File: config.mk
export PLATFORM = sky130hd
export DESIGN_NAME = mm_pipe_bridge_flat
export DESIGN_NICKNAME = d
export VERILOG_FILES = /design/src/rtl/mm_pipe_bridge_if.sv /design/src/rtl/mm_pipe_bridge.sv /design/src/flat_wrapper.sv
export SDC_FILE = /design/constraint.sdc
export NUM_CORES = 1
export LEC_CHECK = 0
export ABC_AREA = 1
export BUFFER_PORTS_ARGS = -buffer_cell sky130_fd_sc_hd__buf_2
export CAP_MARGIN = 20
export CORE_MARGIN = 4
export CORE_UTILIZATION = 35
export DETAILED_ROUTE_END_ITERATION = 6
export HOLD_SLACK_MARGIN = 0.06
export PLACE_DENSITY = 0.75
export SYNTH_ARGS = -nofsm -noshare
export SYNTH_HDL_FRONTEND = slang
export SYNTH_SLANG_ARGS = --single-unit
File: constraint.sdc
create_clock -name clk -period 1.9 [get_ports clk]
set_input_delay 0.095 -clock clk [delete_from_list [all_inputs] [get_ports clk]]
set_output_delay 0.095 -clock clk [all_outputs]
set_load 0.03 [all_outputs]
File: src/rtl/mm_pipe_bridge_if.sv
// Avalon-MM command/response bundle shared by both sides of the pipeline bridge.
// The master side drives the command; the slave side drives waitrequest and read data.
interface mm_pipe_bridge_if #(
  parameter int ADDR_BITS = 32,
  parameter int DATA_BITS = 32
);
  localparam int BE_BITS = DATA_BITS / 8;

  logic [ADDR_BITS-1:0] address;
  logic                 read;
  logic                 write;
  logic [DATA_BITS-1:0] writedata;
  logic [BE_BITS-1:0]   byteenable;
  logic                 waitrequest;
  logic [DATA_BITS-1:0] readdata;
  logic                 readdatavalid;

  modport master (
    output address, read, write, writedata, byteenable,
    input  waitrequest, readdata, readdatavalid
  );

  modport slave (
    input  address, read, write, writedata, byteenable,
    output waitrequest, readdata, readdatavalid
  );
endinterface

File: src/rtl/mm_pipe_bridge.sv
// Registered Avalon-MM bridge: one-entry command slice (1 cycle) and registered read response (1 cycle).
// Upstream stalls while the slice is blocked downstream or read credit is exhausted; responses have no backpressure.
module mm_pipe_bridge #(
  parameter int ADDR_BITS   = 32,
  parameter int DATA_BITS   = 32,
  parameter int MAX_PENDING = 4
) (
  input  logic              clk,
  input  logic              rst,
  mm_pipe_bridge_if.slave   s,
  mm_pipe_bridge_if.master  m,
  output logic [3:0]        pending,
  output logic [7:0]        rd_count,
  output logic [7:0]        wr_count,
  output logic              err
);
  localparam int BE_BITS = DATA_BITS / 8;

  typedef struct packed {
    logic [ADDR_BITS-1:0] addr;
    logic [DATA_BITS-1:0] wdata;
    logic [BE_BITS-1:0]   be;
    logic                 is_rd;
    logic                 is_wr;
  } cmd_t;

  typedef enum logic {S_EMPTY, S_FULL} state_t;

  state_t     state_q, state_d;
  cmd_t       cmd_q, cmd_d, cmd_new;
  logic       full;
  logic       held_read;
  logic [4:0] credit_used;
  logic       credit_exh;
  logic       up_acc;
  logic       dn_acc;
  logic       rd_issue;

  assign full        = (state_q == S_FULL);
  assign held_read   = full & cmd_q.is_rd;
  assign credit_used = {1'b0, pending} + {4'd0, held_read};
  assign credit_exh  = (credit_used >= 5'(MAX_PENDING));

  // m_waitrequest reaches s_waitrequest combinationally so the slice can refill on the issue cycle.
  assign s.waitrequest = (full & m.waitrequest) | (s.read & credit_exh);
  assign up_acc        = (s.read | s.write) & ~s.waitrequest;
  assign dn_acc        = full & ~m.waitrequest;
  assign rd_issue      = dn_acc & cmd_q.is_rd;

  // Write wins when both strobes are high; the read must be presented again.
  always_comb begin
    cmd_new       = '0;
    cmd_new.addr  = s.address;
    cmd_new.wdata = s.writedata;
    cmd_new.be    = s.byteenable;
    cmd_new.is_wr = s.write;
    cmd_new.is_rd = s.read & ~s.write;
  end

  always_ff @(posedge clk or negedge rst) begin
    if (!rst) begin
      state_q <= S_EMPTY;
      cmd_q   <= '0;
    end else begin
      state_q <= state_d;
      cmd_q   <= cmd_d;
    end
  end

  always_comb begin
    state_d = state_q;
    cmd_d   = cmd_q;
    unique case (state_q)
      S_EMPTY: begin
        if (up_acc) begin
          state_d = S_FULL;
          cmd_d   = cmd_new;
        end
      end
      S_FULL: begin
        if (up_acc) begin
          cmd_d = cmd_new;
        end else if (dn_acc) begin
          state_d = S_EMPTY;
        end
      end
      default: state_d = S_EMPTY;
    endcase
  end

  assign m.address    = cmd_q.addr;
  assign m.writedata  = cmd_q.wdata;
  assign m.byteenable = cmd_q.be;
  assign m.read       = full & cmd_q.is_rd;
  assign m.write      = full & cmd_q.is_wr;

  // Unsolicited data is still forwarded; it only raises the sticky error.
  always_ff @(posedge clk or negedge rst) begin
    if (!rst) begin
      pending <= 4'd0;
      err     <= 1'b0;
    end else begin
      unique case ({rd_issue, m.readdatavalid})
        2'b10:   pending <= pending + 4'd1;
        2'b01:   if (pending != 4'd0) pending <= pending - 4'd1;
        default: pending <= pending;
      endcase
      if (m.readdatavalid && (pending == 4'd0)) begin
        err <= 1'b1;
      end
    end
  end

  always_ff @(posedge clk or negedge rst) begin
    if (!rst) begin
      s.readdata      <= '0;
      s.readdatavalid <= 1'b0;
    end else begin
      s.readdata      <= m.readdata;
      s.readdatavalid <= m.readdatavalid;
    end
  end

  always_ff @(posedge clk or negedge rst) begin
    if (!rst) begin
      rd_count <= 8'd0;
      wr_count <= 8'd0;
    end else begin
      if (s.readdatavalid) begin
        rd_count <= rd_count + 8'd1;
      end
      if (dn_acc && cmd_q.is_wr) begin
        wr_count <= wr_count + 8'd1;
      end
    end
  end
endmodule

File: src/flat_wrapper.sv
// flat-port wrapper written by rule: the top's interface ports become plain ports
module mm_pipe_bridge_flat 
#(
  parameter int ADDR_BITS   = 32,
  parameter int DATA_BITS   = 32,
  parameter int MAX_PENDING = 4
)
  (clk, rst, pending, rd_count, wr_count, err, s_address, s_read, s_write, s_writedata, s_byteenable, s_waitrequest, s_readdata, s_readdatavalid, m_address, m_read, m_write, m_writedata, m_byteenable, m_waitrequest, m_readdata, m_readdatavalid);
  mm_pipe_bridge_if #(.ADDR_BITS(ADDR_BITS), .DATA_BITS(DATA_BITS)) s_i ();
  mm_pipe_bridge_if #(.ADDR_BITS(ADDR_BITS), .DATA_BITS(DATA_BITS)) m_i ();
  input  logic clk;
  input  logic rst;
  output logic [3:0] pending;
  output logic [7:0] rd_count;
  output logic [7:0] wr_count;
  output logic err;
  input wire logic [$bits(s_i.address)-1:0] s_address;
  input wire logic [$bits(s_i.read)-1:0] s_read;
  input wire logic [$bits(s_i.write)-1:0] s_write;
  input wire logic [$bits(s_i.writedata)-1:0] s_writedata;
  input wire logic [$bits(s_i.byteenable)-1:0] s_byteenable;
  output wire logic [$bits(s_i.waitrequest)-1:0] s_waitrequest;
  output wire logic [$bits(s_i.readdata)-1:0] s_readdata;
  output wire logic [$bits(s_i.readdatavalid)-1:0] s_readdatavalid;
  output wire logic [$bits(m_i.address)-1:0] m_address;
  output wire logic [$bits(m_i.read)-1:0] m_read;
  output wire logic [$bits(m_i.write)-1:0] m_write;
  output wire logic [$bits(m_i.writedata)-1:0] m_writedata;
  output wire logic [$bits(m_i.byteenable)-1:0] m_byteenable;
  input wire logic [$bits(m_i.waitrequest)-1:0] m_waitrequest;
  input wire logic [$bits(m_i.readdata)-1:0] m_readdata;
  input wire logic [$bits(m_i.readdatavalid)-1:0] m_readdatavalid;
  assign s_i.address = s_address;
  assign s_i.read = s_read;
  assign s_i.write = s_write;
  assign s_i.writedata = s_writedata;
  assign s_i.byteenable = s_byteenable;
  assign s_waitrequest = s_i.waitrequest;
  assign s_readdata = s_i.readdata;
  assign s_readdatavalid = s_i.readdatavalid;
  assign m_address = m_i.address;
  assign m_read = m_i.read;
  assign m_write = m_i.write;
  assign m_writedata = m_i.writedata;
  assign m_byteenable = m_i.byteenable;
  assign m_i.waitrequest = m_waitrequest;
  assign m_i.readdata = m_readdata;
  assign m_i.readdatavalid = m_readdatavalid;
  mm_pipe_bridge #(.ADDR_BITS(ADDR_BITS), .DATA_BITS(DATA_BITS), .MAX_PENDING(MAX_PENDING)) u_core (.clk(clk), .rst(rst), .s(s_i), .m(m_i), .pending(pending), .rd_count(rd_count), .wr_count(wr_count), .err(err));
endmodule
Word-level counts from Yosys, hierarchy flattened. Cells that the tools add are included.

Flip-flop bits (word level): 125. Bits in latches: 0. RAM bits: 0. Memory bits (read-only): 0. Input bits: 106. Output and inout bits: 125. Memories kept: 0.

Add/subtract/negate cells: 5. Multiply operators: 0. Div/mod/pow operators: 0. Magnitude comparators: 1. Equal/unequal tests: 3. Shift operators: 0. Mux-type cells: 7. Bitwise logic cells: 14. Reduce and logical (&&, ||, !) cells: 6.

Operator list (count): two-way mux 70 bit (1); adder 8 x 1 -> 8 bit, second input constant (2); bitwise AND 1 bit (8); one-hot mux 4 bit (2 select lines) (1); adder 4 x 1 -> 5 bit (1); >= comparator 5 x 3 -> 1 bit, second input constant (1); adder 4 x 1 -> 4 bit, second input constant (1); logical NOT 4 bit (1); two-way mux 4 bit (1); NOT 1 bit (4); nonzero test 4 bit (1); subtractor 4 x 1 -> 4 bit, second input constant (1); two-way mux 1 bit (3); == test 2 x 1 -> 1 bit, second input constant (1); == test 2 bit, second input constant (1); logical AND 1 bit (2); inequality test 2 x 1 -> 1 bit, second input constant (1); OR 1 bit (2); one-hot mux 1 bit (2 select lines) (1); AND reduction 2 bit (1); nonzero test 2 bit (1).

Logic depth before layout (Yosys ltp).
Depth in word-level cells: 9. Mapped depth: 15. Mapped depth without buffers: 13.

Worst setup path before layout. No wires, ideal clock.

Path kind: register to register. From: register u_core.state_q (netlist: u_core.full). To: register u_core.cmd_q, in the netlist u_core.m.writedata[2]. Setup time: 0.117 ns. Data arrival time: 1.935 ns. Data required time: 1.783 ns. Slack: -0.152 ns. Cell stages (with the launch flop): 14. Path through: dfrtp_1 -> nand2_1 -> inv_1 -> ha_1 -> ha_1 -> or2_0 -> nand2_1 -> nand2_1 -> nand2_2 -> nand3_2 -> buf_4 -> buf_6 -> nand2_1 -> nand2_1.

Word-level cells in the longest chain between the ends: 7. Elaborated cells between the ends (all ways): 8. Classes of those cells: add/sub (1); order compare (1); bitwise (6).

RTL lines: from (decl) (line mm_pipe_bridge.sv:29) `state_t state_q, state_d;`; from (signal assigned) (line mm_pipe_bridge.sv:65) `state_q <= state_d;`; bitwise AND 1 bit; named net m_read (line flat_wrapper.sv:26) `output wire logic [$bits(m_i.read)-1:0] m_read;`; adder 4 x 1 -> 5 bit (line mm_pipe_bridge.sv:41) `assign credit_used = {1'b0, pending} + {4'd0, held_read};`; >= comparator 5 x 3 -> 1 bit (line mm_pipe_bridge.sv:42) `assign credit_exh = (credit_used >= 5'(MAX_PENDING));`; bitwise AND 1 bit (line mm_pipe_bridge.sv:45) `assign s.waitrequest = (full & m.waitrequest) | (s.read & credit_exh);`; OR 1 bit (line mm_pipe_bridge.sv:45); NOT 1 bit (line mm_pipe_bridge.sv:46) `assign up_acc = (s.read | s.write) & ~s.waitrequest;`; bitwise AND 1 bit (line mm_pipe_bridge.sv:46); to (signal assigned) (line mm_pipe_bridge.sv:66) `cmd_q <= cmd_d;`; to (decl) (line mm_pipe_bridge.sv:30) `cmd_t cmd_q, cmd_d, cmd_new;`.

The timed path passes the listed nets, and every way through them passes these cells. A chain may end at the register's enable or synchronous reset.

Worst setup path in the final report.
From: register u_core.cmd_q[1] (netlist bit). To: output s_waitrequest.

Word-level cells in the longest chain between the ends: 5.

RTL lines: bitwise AND 1 bit (line mm_pipe_bridge.sv:40) `assign held_read = full & cmd_q.is_rd;`; adder 4 x 1 -> 5 bit (line mm_pipe_bridge.sv:41); >= comparator 5 x 3 -> 1 bit (line mm_pipe_bridge.sv:42); bitwise AND 1 bit (line mm_pipe_bridge.sv:45); OR 1 bit (line mm_pipe_bridge.sv:45); to (decl) (line flat_wrapper.sv:22) `output wire logic [$bits(s_i.waitrequest)-1:0] s_waitrequest;`.

No other way between the ends.

==> results.sh <==
export IMPL_p_int_mw=7.27
export IMPL_cts_sinks=125
export IMPL_path_delay_family="simple AND/OR/NAND/NOR gates"
export IMPL_cts_tree="done"
export IMPL_cp_end_kind="output port"
export IMPL_power_frac_seq=0.325
export IMPL_synthesis_nets=661
export IMPL_r2r_cells=13
export IMPL_cpPeakStageDelay_ps=390
export IMPL_path_cells="nand2_2 > inv_4 > ha_4 > ha_4 > or2_0 > nand2_1 > nand2_1 > nand2_2 > buf_12 > nand2_4 > buf_6"
export IMPL_fin_area_um2=8140
export IMPL_clk_path_buf_depth=2
export IMPL_rr_startpoint="u_core.cmd_q[1]"
export IMPL_status="complete, but fails checks"
export IMPL_whs_ps=127
export IMPL_p_comb_frac=0.430
export IMPL_skew_ps=7.27
export IMPL_dpl_cell_area_um2=6370
export IMPL_gp_congestion=0.762
export IMPL_start_kind="register"
export IMPL_p_clk_frac=0.245
export IMPL_syn_area_um2=5350
export IMPL_power_switching_mw=5.71
export IMPL_finish_net_count=942
export IMPL_initial_core_util=0.363
export IMPL_crit_slowest_cell="dfrtp_1"
export IMPL_static_leakage_power_nw=4.31
export IMPL_synthCells=548
export IMPL_die_x_um=132
export IMPL_cp_max_fo=2
export IMPL_vdd_drop_max_v=0.000807
export IMPL_min_period_ps=2060
export IMPL_layout_cells_non_filler=1028
export IMPL_reg2reg_slack_ps=-120
export IMPL_fin_crit_sh=1.09
export IMPL_synth_distinct_cells=25
export IMPL_grt_start_max_net_pins=69
export IMPL_synth_edf_count=0
export IMPL_max_slew_margin=0.528
export IMPL_crit_type="register to output port"
export IMPL_portBuffers=230
export IMPL_hold_class="primary input to async pin"
export IMPL_drive_above_1_share=0.365
export IMPL_dieArea_um2=17300
export IMPL_syn_avg_cell_area_um2=9.77
export IMPL_routed_wl_um=15700
export IMPL_total_power_mw=13.0
export IMPL_ios=231
export IMPL_antenna_found_initial=2
export IMPL_dr_first_iter_drc_count=296
export IMPL_numCtsBuffers=17
export IMPL_area_delta_synth_final_pct=52.0
export IMPL_via_count=4781
export IMPL_max_freq_ghz=0.485
export IMPL_synth_async_reset_ratio=1.00
export IMPL_firstDrtPassIters=4
export IMPL_cp_num_buf_inv=3
export IMPL_routedWlPerCell_um=15.3
export IMPL_p_per_area_nw_per_um2=1600
export IMPL_slew_violations=0
export IMPL_setup_ws_ps=-163
export IMPL_dieHeight_um=132
export IMPL_core_area_um2=14800
export IMPL_drt_vias_per_instance=4.65
export IMPL_grt_first_pass_wirelength_um=25600
export IMPL_rows=44
export IMPL_ant_nets=0
export IMPL_root_buffer="clkbuf_16"
export IMPL_failed_checks="negative setup slack"
export IMPL_yosys_warnings=0
export IMPL_place_inst=885
export IMPL_grt_pass1_vias=4917
export IMPL_rsz0062_at_grt="true"
export IMPL_worst_slew_pin_slew_ps=708
export IMPL_clk_pin_slew_worst_paths_ps=60
export IMPL_place_detailed_hpwl_um=9720
export IMPL_ys_ff_latch=125
export IMPL_drc=0
export IMPL_cp_required_ps=1800
export IMPL_fin_util=0.551
export IMPL_finalSetupViolations=68
export IMPL_r2r_end="u_core.m.writedata[29]"
export IMPL_arrival_ps=1970
export IMPL_synth_ff_type="dfrtp_1"
export IMPL_drv_cap=0
export IMPL_grt_remaining_overflow=0
export IMPL_switching_share=0.440
export IMPL_clk_latency_ps=410
export IMPL_final_hold_viol_count=0
export IMPL_track_usage=0.183
export IMPL_htreeDepth=4
export IMPL_synth_seq_area_share=0.584
worst max-delay path by stage:
stage / slack (ps) / endpoint / cells after the start / startpoint
finish: -160 / s_waitrequest / 11 / u_core.cmd_q[1]
detailed placement: 8 / u_core.m.writedata[1] / 12 / u_core.cmd_q[1]
floorplan: 20 / u_core.m.writedata[2] / 13 / u_core.full
global placement: 60 / u_core.m.address[24] / 12 / u_core.cmd_q[1]
CTS: -180 / s_waitrequest / 11 / u_core.full
global route: -270 / s_waitrequest / 11 / u_core.cmd_q[1]
cells in the final DEF (no fill, tap or decap):
| cell type | synthesis | final |
|---|---|---|
| buf_6 | 1 | 2 |
| clkbuf_16 | 0 | 17 |
| clkinv_4 | 0 | 4 |
| inv_1 | 22 | 20 |
| a21oi_1 | 1 | 1 |
| buf_4 | 69 | 16 |
| ha_1 | 6 | 2 |
| o21ai_0 | 3 | 3 |
| xor2_1 | 7 | 7 |
| inv_6 | 0 | 6 |
| clkinvlp_4 | 0 | 2 |
| nor2_1 | 6 | 6 |
| buf_2 | 8 | 228 |
| nor3_1 | 2 | 2 |
| nand3b_1 | 1 | 1 |
| xnor2_1 | 6 | 6 |
| ha_4 | 0 | 4 |
| dlygate4sd3_1 | 0 | 104 |
| nand2_1 | 184 | 177 |
| diode_2 | 0 | 2 |
| inv_8 | 0 | 2 |
| dfrtp_1 | 125 | 124 |
| bufinv_16 | 0 | 1 |
| mux2_2 | 1 | 1 |
| nand3_1 | 9 | 8 |
| or2_0 | 1 | 1 |
| nand4_1 | 72 | 72 |
| nand3_4 | 0 | 2 |
| buf_12 | 0 | 9 |
| or2_2 | 1 | 2 |
| nand2_4 | 0 | 2 |
| dfrtp_2 | 0 | 1 |
| nand2_2 | 1 | 6 |
| fa_1 | 1 | 1 |
| inv_4 | 0 | 2 |
power groups by stage:
stage,clock [mW],combinational (mW),sequential [mW]
6_report,3.18,5.58,4.22
5_1_grt,3.38,6.02,4.34
4_1_cts,3.25,5.51,4.20
3_5_place_dp,0,5.27,4.22
3_3_place_gp,0,5.16,4.21
2_1_floorplan,0,4.06,4.52
sequential cells by signal (all words and copies together), names as in the netlist:
signal	cells
u_core.cmd_q	2
u_core.err	1
u_core.full	1
u_core.m.address	32
u_core.m.byteenable	4
u_core.m.writedata	32
u_core.pending	4
u_core.rd_count	8
u_core.s.readdata	32
u_core.s.readdatavalid	1
u_core.wr_count	8
cells in the mapped netlist (2+ instances only):
| cell type | instances | share of area |
|---|---|---|
| nand2_1 | 184 | 0.13 |
| dfrtp_1 | 125 | 0.58 |
| nand4_1 | 72 | 0.084 |
| buf_4 | 69 | 0.097 |
| inv_1 | 22 | 0.015 |
| clkbuf_1 | 18 | 0.013 |
| nand3_1 | 9 | 0.0084 |
| buf_2 | 8 | 0.0075 |
| xor2_1 | 7 | 0.011 |
| ha_1 | 6 | 0.014 |
| nor2_1 | 6 | 0.0042 |
| xnor2_1 | 6 | 0.0098 |
| o21ai_0 | 3 | 0.0028 |
| nor3_1 | 2 | 0.0019 |
cell type report:
cell class | instances | area, µm²
Timing Repair Buffer | 359 | 2500
Antenna cell | 2 | 5.00
Fill cell | 1227 | 6620
Multi-Input combinational cell | 304 | 1600
Clock inverter | 15 | 155
Clock buffer | 17 | 425
Sequential cell | 125 | 3130
Tap cell | 184 | 230
Inverter | 22 | 87.6
repair_timing:
action,CTS,global route
resized for setup,8,13
endpoints found under the hold margin,229,0
pin swaps,5,9
buffers inserted,3,3
hold buffers,104,0
setup endpoints to repair,1,70
layer usage:
layer,global-route usage,part of all wire
met1,0.213,0.40
met2,0.307,0.50
met3,0.0581,0.065
met4,0.0893,0.030
met5,0,0
cell families (layout without fill, tap and decap cells):
group / count (synthesis) / count (layout) / share of synthesized area
AOI/OAI and AO/OA: 4 / 4 / 0.00374
xor gates and xnor gates: 13 / 13 / 0.0213
adders and majority gates: 7 / 7 / 0.0178
buffers and inverters: 119 / 413 / 0.135
DFF: 125 / 125 / 0.584
muxes: 1 / 1 / 0.00210
other: 0 / 2 / 0
and+or+nand+nor: 279 / 279 / 0.236
per-stage QoR:
step                      setup TNS (ps)  worst slack (ps)
after floorplan                        0              16.0
after global placement                 0              56.3
after detailed placement               0              7.56
after CTS                          -5720              -179
after global routing              -13690              -269
final                              -5390              -163
No activity file was read; power rests on OpenSTA's default activity.
